<file path="config.mk">
export PLATFORM = sky130hd
export DESIGN_NAME = mult_share_arbiter_flat
export DESIGN_NICKNAME = d
export VERILOG_FILES = /design/src/rtl/mult_share_arbiter_if.sv /design/src/rtl/mult_share_arbiter.sv /design/src/flat_wrapper.sv
export SDC_FILE = /design/constraint.sdc
export NUM_CORES = 1
export LEC_CHECK = 0
export ABC_AREA = 1
export CAP_MARGIN = 30
export CORE_ASPECT_RATIO = 1.25
export CORE_UTILIZATION = 40
export DETAILED_ROUTE_END_ITERATION = 12
export MAX_ROUTING_LAYER = met4
export PLACE_DENSITY = 0.81
export SLEW_MARGIN = 20
export SYNTH_ARGS = -nofsm -noshare
export SYNTH_HDL_FRONTEND = slang
export SYNTH_SLANG_ARGS = --single-unit
</file>
<file path="constraint.sdc">
create_clock -name clk -period 2.2 [get_ports clk]
set_clock_uncertainty 0.2 [all_clocks]
set_input_delay 0.66 -clock clk [delete_from_list [all_inputs] [get_ports clk]]
set_output_delay 0.66 -clock clk [all_outputs]
set_load 0.01 [all_outputs]
</file>
<file path="src/rtl/mult_share_arbiter_if.sv">
// rtl/mult_share_arbiter_if.sv - requester, multiplier and response bus of mult_share_arbiter
interface mult_share_arbiter_if #(
    parameter int WIDTH = 4
);
    logic               req0_valid;
    logic               req0_ready;
    logic [WIDTH-1:0]   req0_a;
    logic [WIDTH-1:0]   req0_b;
    logic               req1_valid;
    logic               req1_ready;
    logic [WIDTH-1:0]   req1_a;
    logic [WIDTH-1:0]   req1_b;
    logic [WIDTH-1:0]   mul_a;
    logic [WIDTH-1:0]   mul_b;
    logic [2*WIDTH-1:0] mul_p;
    logic               resp_valid;
    logic               resp_id;
    logic [2*WIDTH-1:0] resp_prod;
    logic               resp_ready;
    logic               busy;

    // Arbiter side: owns the ready, multiplier-operand and response signals.
    modport slave (
        input  req0_valid, req0_a, req0_b,
        input  req1_valid, req1_a, req1_b,
        input  mul_p, resp_ready,
        output req0_ready, req1_ready,
        output mul_a, mul_b,
        output resp_valid, resp_id, resp_prod, busy
    );

    // Requester, multiplier and consumer side.
    modport master (
        output req0_valid, req0_a, req0_b,
        output req1_valid, req1_a, req1_b,
        output mul_p, resp_ready,
        input  req0_ready, req1_ready,
        input  mul_a, mul_b,
        input  resp_valid, resp_id, resp_prod, busy
    );
endinterface

</file>
<file path="src/rtl/mult_share_arbiter.sv">
// rtl/mult_share_arbiter.sv - round-robin sharing of one array multiplier; MULT_ARB_CNT_EN adds done counters
module mult_share_arbiter #(
    parameter int WIDTH = 4
) (
    input  logic                clk,
    input  logic                rst,
    mult_share_arbiter_if.slave bus
`ifdef MULT_ARB_CNT_EN
    ,
    output logic [7:0]          done_cnt0,
    output logic [7:0]          done_cnt1
`endif
);

    typedef enum logic [1:0] {
        IDLE = 2'd0,
        CALC = 2'd1,
        RESP = 2'd2
    } state_t;

    state_t             state;
    logic               last_grant;
    logic [WIDTH-1:0]   mul_a_r;
    logic [WIDTH-1:0]   mul_b_r;
    logic               resp_valid_r;
    logic               resp_id_r;
    logic [2*WIDTH-1:0] resp_prod_r;

    logic               gnt_any;
    logic               gnt_id;
    logic               gnt_go;
    logic [WIDTH-1:0]   gnt_a;
    logic [WIDTH-1:0]   gnt_b;
    logic               resp_fire;

    // Pick the winner: a lone request wins, a tie goes to whoever did not win last.
    always_comb begin
        gnt_any = bus.req0_valid | bus.req1_valid;
        gnt_id  = 1'b0;
        if (bus.req0_valid && bus.req1_valid) begin
            gnt_id = ~last_grant;
        end else begin
            gnt_id = bus.req1_valid;
        end
        gnt_a   = gnt_id ? bus.req1_a : bus.req0_a;
        gnt_b   = gnt_id ? bus.req1_b : bus.req0_b;
        gnt_go  = (state == IDLE) && gnt_any;
    end

    assign bus.req0_ready = gnt_go & ~gnt_id;
    assign bus.req1_ready = gnt_go & gnt_id;
    assign resp_fire      = resp_valid_r & bus.resp_ready;

    assign bus.mul_a      = mul_a_r;
    assign bus.mul_b      = mul_b_r;
    assign bus.resp_valid = resp_valid_r;
    assign bus.resp_id    = resp_id_r;
    assign bus.resp_prod  = resp_prod_r;
    assign bus.busy       = (state != IDLE);

    // Grant -> one settle cycle for the multiplier -> hold response until accepted.
    always_ff @(posedge clk) begin
        if (rst) begin
            state        <= IDLE;
            last_grant   <= 1'b1;
            mul_a_r      <= '0;
            mul_b_r      <= '0;
            resp_valid_r <= 1'b0;
            resp_id_r    <= 1'b0;
            resp_prod_r  <= '0;
        end else begin
            case (state)
                IDLE: begin
                    if (gnt_any) begin
                        mul_a_r    <= gnt_a;
                        mul_b_r    <= gnt_b;
                        resp_id_r  <= gnt_id;
                        last_grant <= gnt_id;
                        state      <= CALC;
                    end
                end
                CALC: begin
                    resp_prod_r  <= bus.mul_p;
                    resp_valid_r <= 1'b1;
                    state        <= RESP;
                end
                RESP: begin
                    if (resp_fire) begin
                        resp_valid_r <= 1'b0;
                        state        <= IDLE;
                    end
                end
                default: begin
                    state <= IDLE;
                end
            endcase
        end
    end

`ifdef MULT_ARB_CNT_EN
    // Count accepted responses per requester, sticking at 255.
    always_ff @(posedge clk) begin
        if (rst) begin
            done_cnt0 <= 8'd0;
            done_cnt1 <= 8'd0;
        end else if (resp_fire) begin
            if (!resp_id_r && done_cnt0 != 8'hFF) begin
                done_cnt0 <= done_cnt0 + 8'd1;
            end
            if (resp_id_r && done_cnt1 != 8'hFF) begin
                done_cnt1 <= done_cnt1 + 8'd1;
            end
        end
    end
`endif

endmodule
</file>
<file path="src/flat_wrapper.sv">
// flat-port wrapper written by rule: the top's interface ports become plain ports
module mult_share_arbiter_flat 
#(
    parameter int WIDTH = 4
)
  (clk, rst, bus_req0_valid, bus_req0_a, bus_req0_b, bus_req1_valid, bus_req1_a, bus_req1_b, bus_mul_p, bus_resp_ready, bus_req0_ready, bus_req1_ready, bus_mul_a, bus_mul_b, bus_resp_valid, bus_resp_id, bus_resp_prod, bus_busy);
  mult_share_arbiter_if #(.WIDTH(WIDTH)) bus_i ();
  input  logic clk;
  input  logic rst;
  input wire logic [$bits(bus_i.req0_valid)-1:0] bus_req0_valid;
  input wire logic [$bits(bus_i.req0_a)-1:0] bus_req0_a;
  input wire logic [$bits(bus_i.req0_b)-1:0] bus_req0_b;
  input wire logic [$bits(bus_i.req1_valid)-1:0] bus_req1_valid;
  input wire logic [$bits(bus_i.req1_a)-1:0] bus_req1_a;
  input wire logic [$bits(bus_i.req1_b)-1:0] bus_req1_b;
  input wire logic [$bits(bus_i.mul_p)-1:0] bus_mul_p;
  input wire logic [$bits(bus_i.resp_ready)-1:0] bus_resp_ready;
  output wire logic [$bits(bus_i.req0_ready)-1:0] bus_req0_ready;
  output wire logic [$bits(bus_i.req1_ready)-1:0] bus_req1_ready;
  output wire logic [$bits(bus_i.mul_a)-1:0] bus_mul_a;
  output wire logic [$bits(bus_i.mul_b)-1:0] bus_mul_b;
  output wire logic [$bits(bus_i.resp_valid)-1:0] bus_resp_valid;
  output wire logic [$bits(bus_i.resp_id)-1:0] bus_resp_id;
  output wire logic [$bits(bus_i.resp_prod)-1:0] bus_resp_prod;
  output wire logic [$bits(bus_i.busy)-1:0] bus_busy;
  assign bus_i.req0_valid = bus_req0_valid;
  assign bus_i.req0_a = bus_req0_a;
  assign bus_i.req0_b = bus_req0_b;
  assign bus_i.req1_valid = bus_req1_valid;
  assign bus_i.req1_a = bus_req1_a;
  assign bus_i.req1_b = bus_req1_b;
  assign bus_i.mul_p = bus_mul_p;
  assign bus_i.resp_ready = bus_resp_ready;
  assign bus_req0_ready = bus_i.req0_ready;
  assign bus_req1_ready = bus_i.req1_ready;
  assign bus_mul_a = bus_i.mul_a;
  assign bus_mul_b = bus_i.mul_b;
  assign bus_resp_valid = bus_i.resp_valid;
  assign bus_resp_id = bus_i.resp_id;
  assign bus_resp_prod = bus_i.resp_prod;
  assign bus_busy = bus_i.busy;
  mult_share_arbiter #(.WIDTH(WIDTH)) u_core (.clk(clk), .rst(rst), .bus(bus_i));
endmodule
</file>
==> run summary <==
outcome -> completed
Leak Pwr -> 0.656 nW
CORE AREA -> 2190 um2
PortBufs -> 49
global-route wire length before repair -> 3.65 mm
Post-Synthesis Cells -> 120
storage element area -> 422 um2
DRC -> 0
Max-cap violations -> 0
TNS Setup -> 0 ps
Layout Nets -> 210
Area Growth Syn to Fin -> 62.9%
r2r worst-path depth -> 8
Multi-input gate area -> 454 um2
GRT Overall Usage -> 19.4%
Synth Register Bits -> 21
Routed wire per std cell -> 10.3 um
cell taking the most area after synthesis -> dfxtp_1
critical path arrival -> 1280 ps
slew margin rel. -> 84.0%
initial drt markers -> 16
asr flop ratio synth -> 0%
row count -> 19
TritonCTS Buffers -> 3
fillers -> 203
Fin. Hold Viols -> 0
Yosys top cell area share -> 45.2%
most instantiated library cell after synthesis -> nand2_1
Avg Cell Area, Syn -> 7.76 um2
syn nets -> 149
Net Switching -> 0.274 mW
Gate power share -> 34.0%
htree depth -> 1
worst-skew pair later-pin latency -> 280 ps
worst slew pin tran -> 240 ps
routability congestion estimate -> 0.763
Pre-Repair DR Iteration Count -> 4
largest cells by area after synthesis -> dfxtp_1 45%, nand2_1 12%, nor2_1 7.3%
die area -> 2530 um2
Internal -> 0.665 mW
WL final -> 2.18 mm
Seq/Total Area, Yosys -> 45.2%
post-synth cell types -> 17
vias in the first global route -> 893
Die W -> 45.2 um
post-synthesis adder-cell area fraction -> 0%
Register-to-Register Setup Slack -> 650 ps
CTS tree -> yes
Worst Hold Launch -> u_core.bus.resp_id
largest family of logic cells by synthesized area -> simple AND/OR/NAND/NOR gates
Worst-path clk slew -> 110 ps
Peak VDD IR -> 0.000385 V
total power -> 0.939 mW
Max Fclk -> 0.468 GHz
total global routing overflow -> 0
mux contribution to synthesized area -> 0%
EDFF count, synth -> 0
Synth Warn # -> 0
CP max FO -> 2
kind of critical path -> reg2out
initial antenna violation count -> 0
routed via count -> 974
ys flop type -> dfxtp_1
dpl hpwl -> 1.80 mm
RSZ-0062 raised after global routing -> no
Sw Share -> 29.1%
XOR/XNOR Fraction of Synth Area -> 0%
worst r2r src -> u_core.state[1]
WP data required -> 1340 ps
worst setup path start -> u_core.state[0]
Synth Area in Simple Gates -> 33.3%
RR Endpoint -> u_core.bus.mul_b[1]
largest net degree at the start of global routing -> 13
post-synthesis compound-gate area fraction -> 15.5%
PD cells -> 619 nW/um2
most frequent cells after synthesis -> 29 x nand2_1, 21 x dfxtp_1, 18 x nor2_1, 10 x nand3_1, 9 x o21ai_0
final setup vio count -> 0
type of origin of the critical path -> flop
share of layout cells above drive strength 1 -> 21.7%
DIE HEIGHT -> 55.9 um
minimum clock period -> 2140 ps
vias per cell -> 4.62
Post-Syn Area -> 931 um2
Tcrit/Tclk final -> 97.2%
IO Count -> 50
CTS root buf -> clkbuf_4
starting density of the core -> 42.6%
CP Capture Type -> primary output
clock sinks -> 21
hold depth -> 2
Final ANT Viol Nets -> 0
Seq pwr share -> 47.5%
worst hold endpoint -> u_core.bus.resp_id
clock power share -> 18.6%
Max clock buf depth -> 2
Hold WC Path Type -> reg2reg
Hold WS -> 270 ps
pins over their slew limit -> 0
ANT cells -> 0
## area by class of cell
class / count / share of cell area, %
Clock buffer: 4 / 1.73
Multi-Input combinational cell: 89 / 30.0
Tap cell: 31 / 2.56
Sequential cell: 21 / 27.8
Timing Repair Buffer: 59 / 36.2
Inverter: 7 / 1.73
## cells in the final DEF (no fill, tap or decap), types with 2 or more instances in the layout
cell	n
a21oi_1	3
buf_4	9
nor2_4	2
o21ai_0	9
nor2_1	18
buf_2	3
inv_1	5
nand2_2	8
clkdlybuf4s50_1	45
nand2_1	29
clkbuf_4	3
inv_2	2
a21oi_2	7
dfxtp_1	20
nand3_1	10
## worst max-delay path, cell delays in order, from the launching register on
cell,delay [ps]
dfxtp_1,390
nor2_4,40
inv_1,40
clkdlybuf4s50_1,520
## power groups by stage
stage               Clock [mW]  Sequential [mW]  Combinational (mW)
CTS                      0.182            0.446               0.319
floorplan                    0            0.470               0.135
detailed placement           0            0.454               0.318
global placement             0            0.452               0.311
global route             0.194            0.452               0.348
finish                   0.174            0.446               0.319
## registers in the layout, indices dropped and copies added, names as in the netlist
name	count
u_core.bus.mul_a	4
u_core.bus.mul_b	4
u_core.bus.resp_id	1
u_core.bus.resp_prod	8
u_core.bus.resp_valid	1
u_core.last_grant	1
u_core.state	2
## how the worst max path moves through the flow
| stage | to | slack (ps) | depth (start not counted) |
|---|---|---|---|
| floorplan | bus_req0_ready | 140 | 4 |
| global placement | bus_req1_ready | -680 | 6 |
| detailed placement | bus_req1_ready | -710 | 6 |
| CTS | bus_busy | 0.8 | 3 |
| global route | bus_busy | 6 | 3 |
| finish | bus_busy | 60 | 3 |
## per-layer routing
layer  share of wire, %  routed length, um  GRT usage [%]  vias to the layer above
met5                  0                  0              -                        -
met4               0.60                 13           5.19                        0
met3                8.5                185           3.57                        2
met2                 52               1140           35.4                       46
met1                 39                845           20.2                      421
li1                   -                  -              -                      505
## timing repair
item | 4_1_cts | 5_1_grt
resized for setup | 14 | 3
endpoints found under the setup margin | 2 | 3
pin swaps | 3 | 2
gates cloned | 0 | 0
buffers inserted | 1 | 1
hold buffers | 0 | 0
## logic make-up (layout without fill, tap and decap cells)
| kind of cell | after synthesis | count (layout) |
|---|---|---|
| buffers and inverters | 10 | 70 |
| AO/OA/AOI/OAI | 21 | 21 |
| AND/OR/NAND/NOR | 68 | 68 |
| flip-flops | 21 | 21 |
## through the flow
| stage | util (%) | setup slack (ps) | area (um2) | instances |
|---|---|---|---|---|
| CTS | 69.5 | 0.849 | 1520 | 210 |
| global route | 69.3 | 6.45 | 1520 | 211 |
| detailed placement | 68.1 | -710 | 1490 | 205 |
| global placement | 68.1 | -684 | 1490 | 205 |
| finish | 69.3 | 62.6 | 1520 | 211 |
| floorplan | - | 142 | 931 | 120 |
(Power assumes the default switching activity.)
